**config.mk**
```make
export PLATFORM = sky130hd
export DESIGN_NAME = vga_timing_gen
export DESIGN_NICKNAME = d
export VERILOG_FILES = /design/src/rtl/vga_timing_gen.sv
export SDC_FILE = /design/constraint.sdc
export NUM_CORES = 1
export LEC_CHECK = 0
export BUFFER_PORTS_ARGS = -buffer_cell sky130_fd_sc_hd__buf_2
export CORE_ASPECT_RATIO = 1.25
export CORE_MARGIN = 5
export CORE_UTILIZATION = 25
export DETAILED_ROUTE_END_ITERATION = 6
export PLACE_DENSITY = 0.51
export SYNTH_ARGS = -nofsm -noshare
export SYNTH_HDL_FRONTEND = slang
export SYNTH_SLANG_ARGS = --single-unit
```
**constraint.sdc**
```tcl
create_clock -name clk -period 2.85 [get_ports clk]
set_clock_uncertainty 0.1 [all_clocks]
set_input_delay 0.285 -clock clk [delete_from_list [all_inputs] [get_ports clk]]
set_output_delay 0.285 -clock clk [all_outputs]
set_load 0.01 [all_outputs]
```
**src/rtl/vga_timing_gen.sv**
```systemverilog
// Raster timing generator: scan counters, one-cycle registered colour/sync
// pipeline and a once-per-frame tick at the start of vertical blank.
module vga_timing_gen #(
    parameter int unsigned H_ACTIVE = 1440,
    parameter int unsigned H_FP     = 80,
    parameter int unsigned H_SYNC   = 152,
    parameter int unsigned H_BP     = 232,
    parameter int unsigned V_ACTIVE = 900,
    parameter int unsigned V_FP     = 1,
    parameter int unsigned V_SYNC   = 3,
    parameter int unsigned V_BP     = 28,
    parameter bit          HS_POL   = 1'b0,
    parameter bit          VS_POL   = 1'b1
) (
    input  logic        clk,
    input  logic        rst,
    input  logic [3:0]  draw_r,
    input  logic [3:0]  draw_g,
    input  logic [3:0]  draw_b,
    output logic [10:0] curr_x,
    output logic [9:0]  curr_y,
    output logic        active,
    output logic [3:0]  pix_r,
    output logic [3:0]  pix_g,
    output logic [3:0]  pix_b,
    output logic        hsync,
    output logic        vsync,
    output logic        frame_tick
);

    localparam int unsigned XW      = 11;
    localparam int unsigned YW      = 10;
    localparam int unsigned CW      = 4;
    localparam int unsigned H_TOTAL = H_ACTIVE + H_FP + H_SYNC + H_BP;
    localparam int unsigned V_TOTAL = V_ACTIVE + V_FP + V_SYNC + V_BP;

    localparam logic [XW-1:0] X_LAST   = XW'(H_TOTAL - 1);
    localparam logic [YW-1:0] Y_LAST   = YW'(V_TOTAL - 1);
    localparam logic [XW-1:0] X_ACT    = XW'(H_ACTIVE);
    localparam logic [YW-1:0] Y_ACT    = YW'(V_ACTIVE);
    localparam logic [XW-1:0] HS_START = XW'(H_ACTIVE + H_FP);
    localparam logic [XW-1:0] HS_END   = XW'(H_ACTIVE + H_FP + H_SYNC - 1);
    localparam logic [YW-1:0] VS_START = YW'(V_ACTIVE + V_FP);
    localparam logic [YW-1:0] VS_END   = YW'(V_ACTIVE + V_FP + V_SYNC - 1);

    logic x_wrap_c;
    logic y_wrap_c;
    logic hs_win_c;
    logic vs_win_c;
    logic tick_c;

    always_comb begin
        x_wrap_c = (curr_x == X_LAST);
        y_wrap_c = (curr_y == Y_LAST);
        hs_win_c = (curr_x >= HS_START) && (curr_x <= HS_END);
        vs_win_c = (curr_y >= VS_START) && (curr_y <= VS_END);
        tick_c   = (curr_x == '0) && (curr_y == Y_ACT);
    end

    assign active = (curr_x < X_ACT) && (curr_y < Y_ACT);

    // Scan counters: y advances only on the x wrap, both wrap together at frame end.
    always_ff @(posedge clk) begin
        if (rst) begin
            curr_x <= '0;
            curr_y <= '0;
        end else if (x_wrap_c) begin
            curr_x <= '0;
            curr_y <= y_wrap_c ? '0 : curr_y + YW'(1);
        end else begin
            curr_x <= curr_x + XW'(1);
        end
    end

    // Output stage: everything reflects the previous cycle's counter state.
    always_ff @(posedge clk) begin
        if (rst) begin
            pix_r      <= '0;
            pix_g      <= '0;
            pix_b      <= '0;
            hsync      <= ~HS_POL;
            vsync      <= ~VS_POL;
            frame_tick <= 1'b0;
        end else begin
            pix_r      <= active ? draw_r : CW'(0);
            pix_g      <= active ? draw_g : CW'(0);
            pix_b      <= active ? draw_b : CW'(0);
            hsync      <= hs_win_c ? HS_POL : ~HS_POL;
            vsync      <= vs_win_c ? VS_POL : ~VS_POL;
            frame_tick <= tick_c;
        end
    end

endmodule

```
==> metrics.yaml <==
synthTopCellsByArea: "sky130_fd_sc_hd__dfxtp_1 46%, sky130_fd_sc_hd__and2_1 4.8%, sky130_fd_sc_hd__ha_1 4.8%, sky130_fd_sc_hd__nor2_1 4.6%, sky130_fd_sc_hd__xnor2_1 4.5%"
detailedPlace.worstSlack_ns: 0.858
power_leakage_nw: 0.849
fmax_ghz: 0.498
synthesized_area_per_cell_um2: 9.29
initial_core_util: 0.255
totalWireLength_um: 3850
critical_path_launch_point: "curr_x[0]$_SDFF_PP0_"
fin_setup_tns_ns: 0
place.detailed.instances: 299
yosys_most_used_dff: "sky130_fd_sc_hd__dfxtp_1"
critical_path_class: "reg2reg"
max_slew.worst_pin.slew_ns: 0.358
fp.dieArea_mm2: 0.00793
cts-root-buf: "sky130_fd_sc_hd__clkbuf_8"
via_per_inst: 4.48
grt_antenna_before_repair: 0
synth_common_cells: "36 x sky130_fd_sc_hd__dfxtp_1, 19 x sky130_fd_sc_hd__nor2_1, 12 x sky130_fd_sc_hd__and2_1, 11 x sky130_fd_sc_hd__nand2_1"
final_net_count: 241
cp-end-kind: "register"
netlist.area_leader.share: 0.462
finalHoldViolations: 0
critPathLaunchType: "register"
core_mm2: 0.00613
flow.area_growth_from_synthesis_pct: 28.7
finalInstanceArea_mm2: 0.00201
layoutNonFillerInstCount: 307
reg2reg_from: "curr_x[0]$_SDFF_PP0_"
holdWs_ns: 0.0992
maximum_number_of_pins_on_one_net_before_global_route_repair: 16
critical_path.reg2reg.endpoint: "curr_y[7]$_SDFFE_PP0N_"
syn-cell-area_mm2: 0.00156
hold_class: "in2reg"
postLayoutCoreUtil: 0.328
reg2reg_depth: 5
gr-total-overflow: 0
cts-resized-gates: 0
synth-seq-area-share: 0.462
clock_sinks: 36
drive_gt1_frac: 0.297
drt_pass1_iterations: 4
p_total_mw: 1.02
cellPowerDensity_mw_per_mm2: 505
postPlaceCellArea_mm2: 0.00190
clockBufferDepth: 2
worst_slew_margin_rel: 0.761
status: "complete, no violations"
die_x_um: 80.7
worstSkewPairLatency_ns: 0.28
detailedPlacementHpwl_um: 2850
drc: 0
setup-violations-final: 0
grt_pass1_vias: 1346
gp_routability_congestion: 0.785
finalCriticalPeriod_ns: 2.01
rsz0062_at_grt: "false"
max_cap_viols: 0
timing.critical_path.slowest_cell_delay_ns: 0.54
cts.reportedPaths.clkPinSlew_ns: 0.08
number_of_flops_mapped_to_enable_cells_by_yosys: 0
grt_first_pass_wirelength_um: 6350
tritoncts: "built"
detailroute.via_count: 1374
layout_setup_ws_ns: 0.844
critPathMaxFanout: 15
synthesis.yosys.warnings: 0
crit_chain: "ha_1 -> and3_1 -> nand3_4 -> or4_1 -> a21oi_1"
drt.antenna.violating_nets: 0
placementRows: 32
hold_path_startpoint: "draw_g[1]"
yosys.cell_types.count: 38
cp.required_ns: 2.97
tcrit_tclk_final: 0.704
critical_path_endpoint: "curr_y[7]$_SDFFE_PP0N_"
yosys.cell_count.top_type: "sky130_fd_sc_hd__dfxtp_1"
final_max_slew_viol_count: 0
synth_largest_area_cell: "sky130_fd_sc_hd__dfxtp_1"
hold_buffers: 0
initialDrtViolationCount: 63
netlist_instances: 168
timing.critical_path.arrival_ns: 2.13
grt_use_total: 0.102
postSynth.asyncResetShare: 0
total_of_flip_flops_plus_latches_after_synthesis: 36
rrSetupSlack_ns: 0.84
post_cts_setup_driven_buffer_insertion_count: 0
port_buffers: 50
floorplan.io_pins: 51
insertedDiodeCount: 0
numCtsBuffers: 5
syn_nets: 188
die_height_um: 98.3
detail_route.wl_per_cell_um: 12.5
critical-path-slowest-cell: "sky130_fd_sc_hd__or4_1"
h-tree-depth: 2
largest_voltage_drop_on_the_vdd_net_mv: 0.259
-- layout by cell type, fill, tap and decap left out, types with 2 or more instances in the layout --
cell type and instances:
sky130_fd_sc_hd__buf_2 50, sky130_fd_sc_hd__dfxtp_1 36, sky130_fd_sc_hd__nor2_1 19, sky130_fd_sc_hd__and2_1 12
sky130_fd_sc_hd__nand2_1 11, sky130_fd_sc_hd__nand3_1 8, sky130_fd_sc_hd__xnor2_1 8, sky130_fd_sc_hd__a21oi_1 8
sky130_fd_sc_hd__inv_1 7, sky130_fd_sc_hd__ha_1 6, sky130_fd_sc_hd__o21ai_0 5, sky130_fd_sc_hd__clkbuf_8 5
sky130_fd_sc_hd__nor3_1 4, sky130_fd_sc_hd__or3_1 4, sky130_fd_sc_hd__o21a_1 3, sky130_fd_sc_hd__nand4_1 3
sky130_fd_sc_hd__or4_1 3, sky130_fd_sc_hd__o211a_1 2, sky130_fd_sc_hd__and3_1 2, sky130_fd_sc_hd__and4_1 2
sky130_fd_sc_hd__xor2_1 2, sky130_fd_sc_hd__o31ai_1 2, sky130_fd_sc_hd__nor4_1 2
-- worst max-delay path, delay by kind of cell (launching register included) --
family	cells	cell delay, ns
adder cells (fa/ha/maj)	1	0.25
AND/OR/NAND/NOR	3	1.03
AO/OA/AOI/OAI	1	0.14
flip-flops	1	0.42
-- how the worst min path moves through the flow --
stage,end,slack (ns),cells after the start
4_1_cts,pix_g[0]$_SDFF_PP0_,0.09,2
5_1_grt,pix_g[1]$_SDFF_PP0_,0.08,2
6_report,pix_g[1]$_SDFF_PP0_,0.1,2
3_3_place_gp,curr_x[0]$_SDFF_PP0_,0.37,1
3_5_place_dp,curr_x[0]$_SDFF_PP0_,0.38,1
2_1_floorplan,curr_y[0]$_SDFFE_PP0N_,0.25,1
-- cell families after synthesis --
| family | count (synthesis) | synth area share |
|---|---|---|
| simple gates | 80 | 0.296 |
| flops | 36 | 0.462 |
| buf+inv | 11 | 0.0273 |
| compound gates | 25 | 0.111 |
| fa+ha+maj | 6 | 0.0481 |
| xor+xnor | 10 | 0.0561 |
-- area by class of cell --
cell class / instances / area [um^2]
Clock buffer: 6 / 72.6
Clock inverter: 2 / 35.0
Fill cell: 649 / 4120
Inverter: 7 / 26.3
Multi-Input combinational cell: 121 / 797
Sequential cell: 36 / 721
Tap cell: 85 / 106
Timing Repair Buffer: 50 / 250
-- registers in the layout, summed over array words and instances (netlist names) --
| register | count |
|---|---|
| frame_tick | 1 |
| curr_y | 10 |
| curr_x | 11 |
| pix_r | 4 |
| hsync | 1 |
| pix_g | 4 |
| vsync | 1 |
| pix_b | 4 |
-- routing by layer --
metal	GRT usage	routed length [um]
met2	0.167	1870
met3	0.0231	188
met1	0.125	1700
met4	0.0481	93
met5	0	0
-- power breakdown --
| group | total, mW | switching, mW | leakage [nW] | internal, mW |
|---|---|---|---|---|
| logic | 0.0528 | 0.0275 | 0.500 | 0.0253 |
| registers | 0.522 | 0.00692 | 0.294 | 0.515 |
| clock network | 0.440 | 0.180 | 0.0552 | 0.260 |
Power figures use the tool's default switching activity.
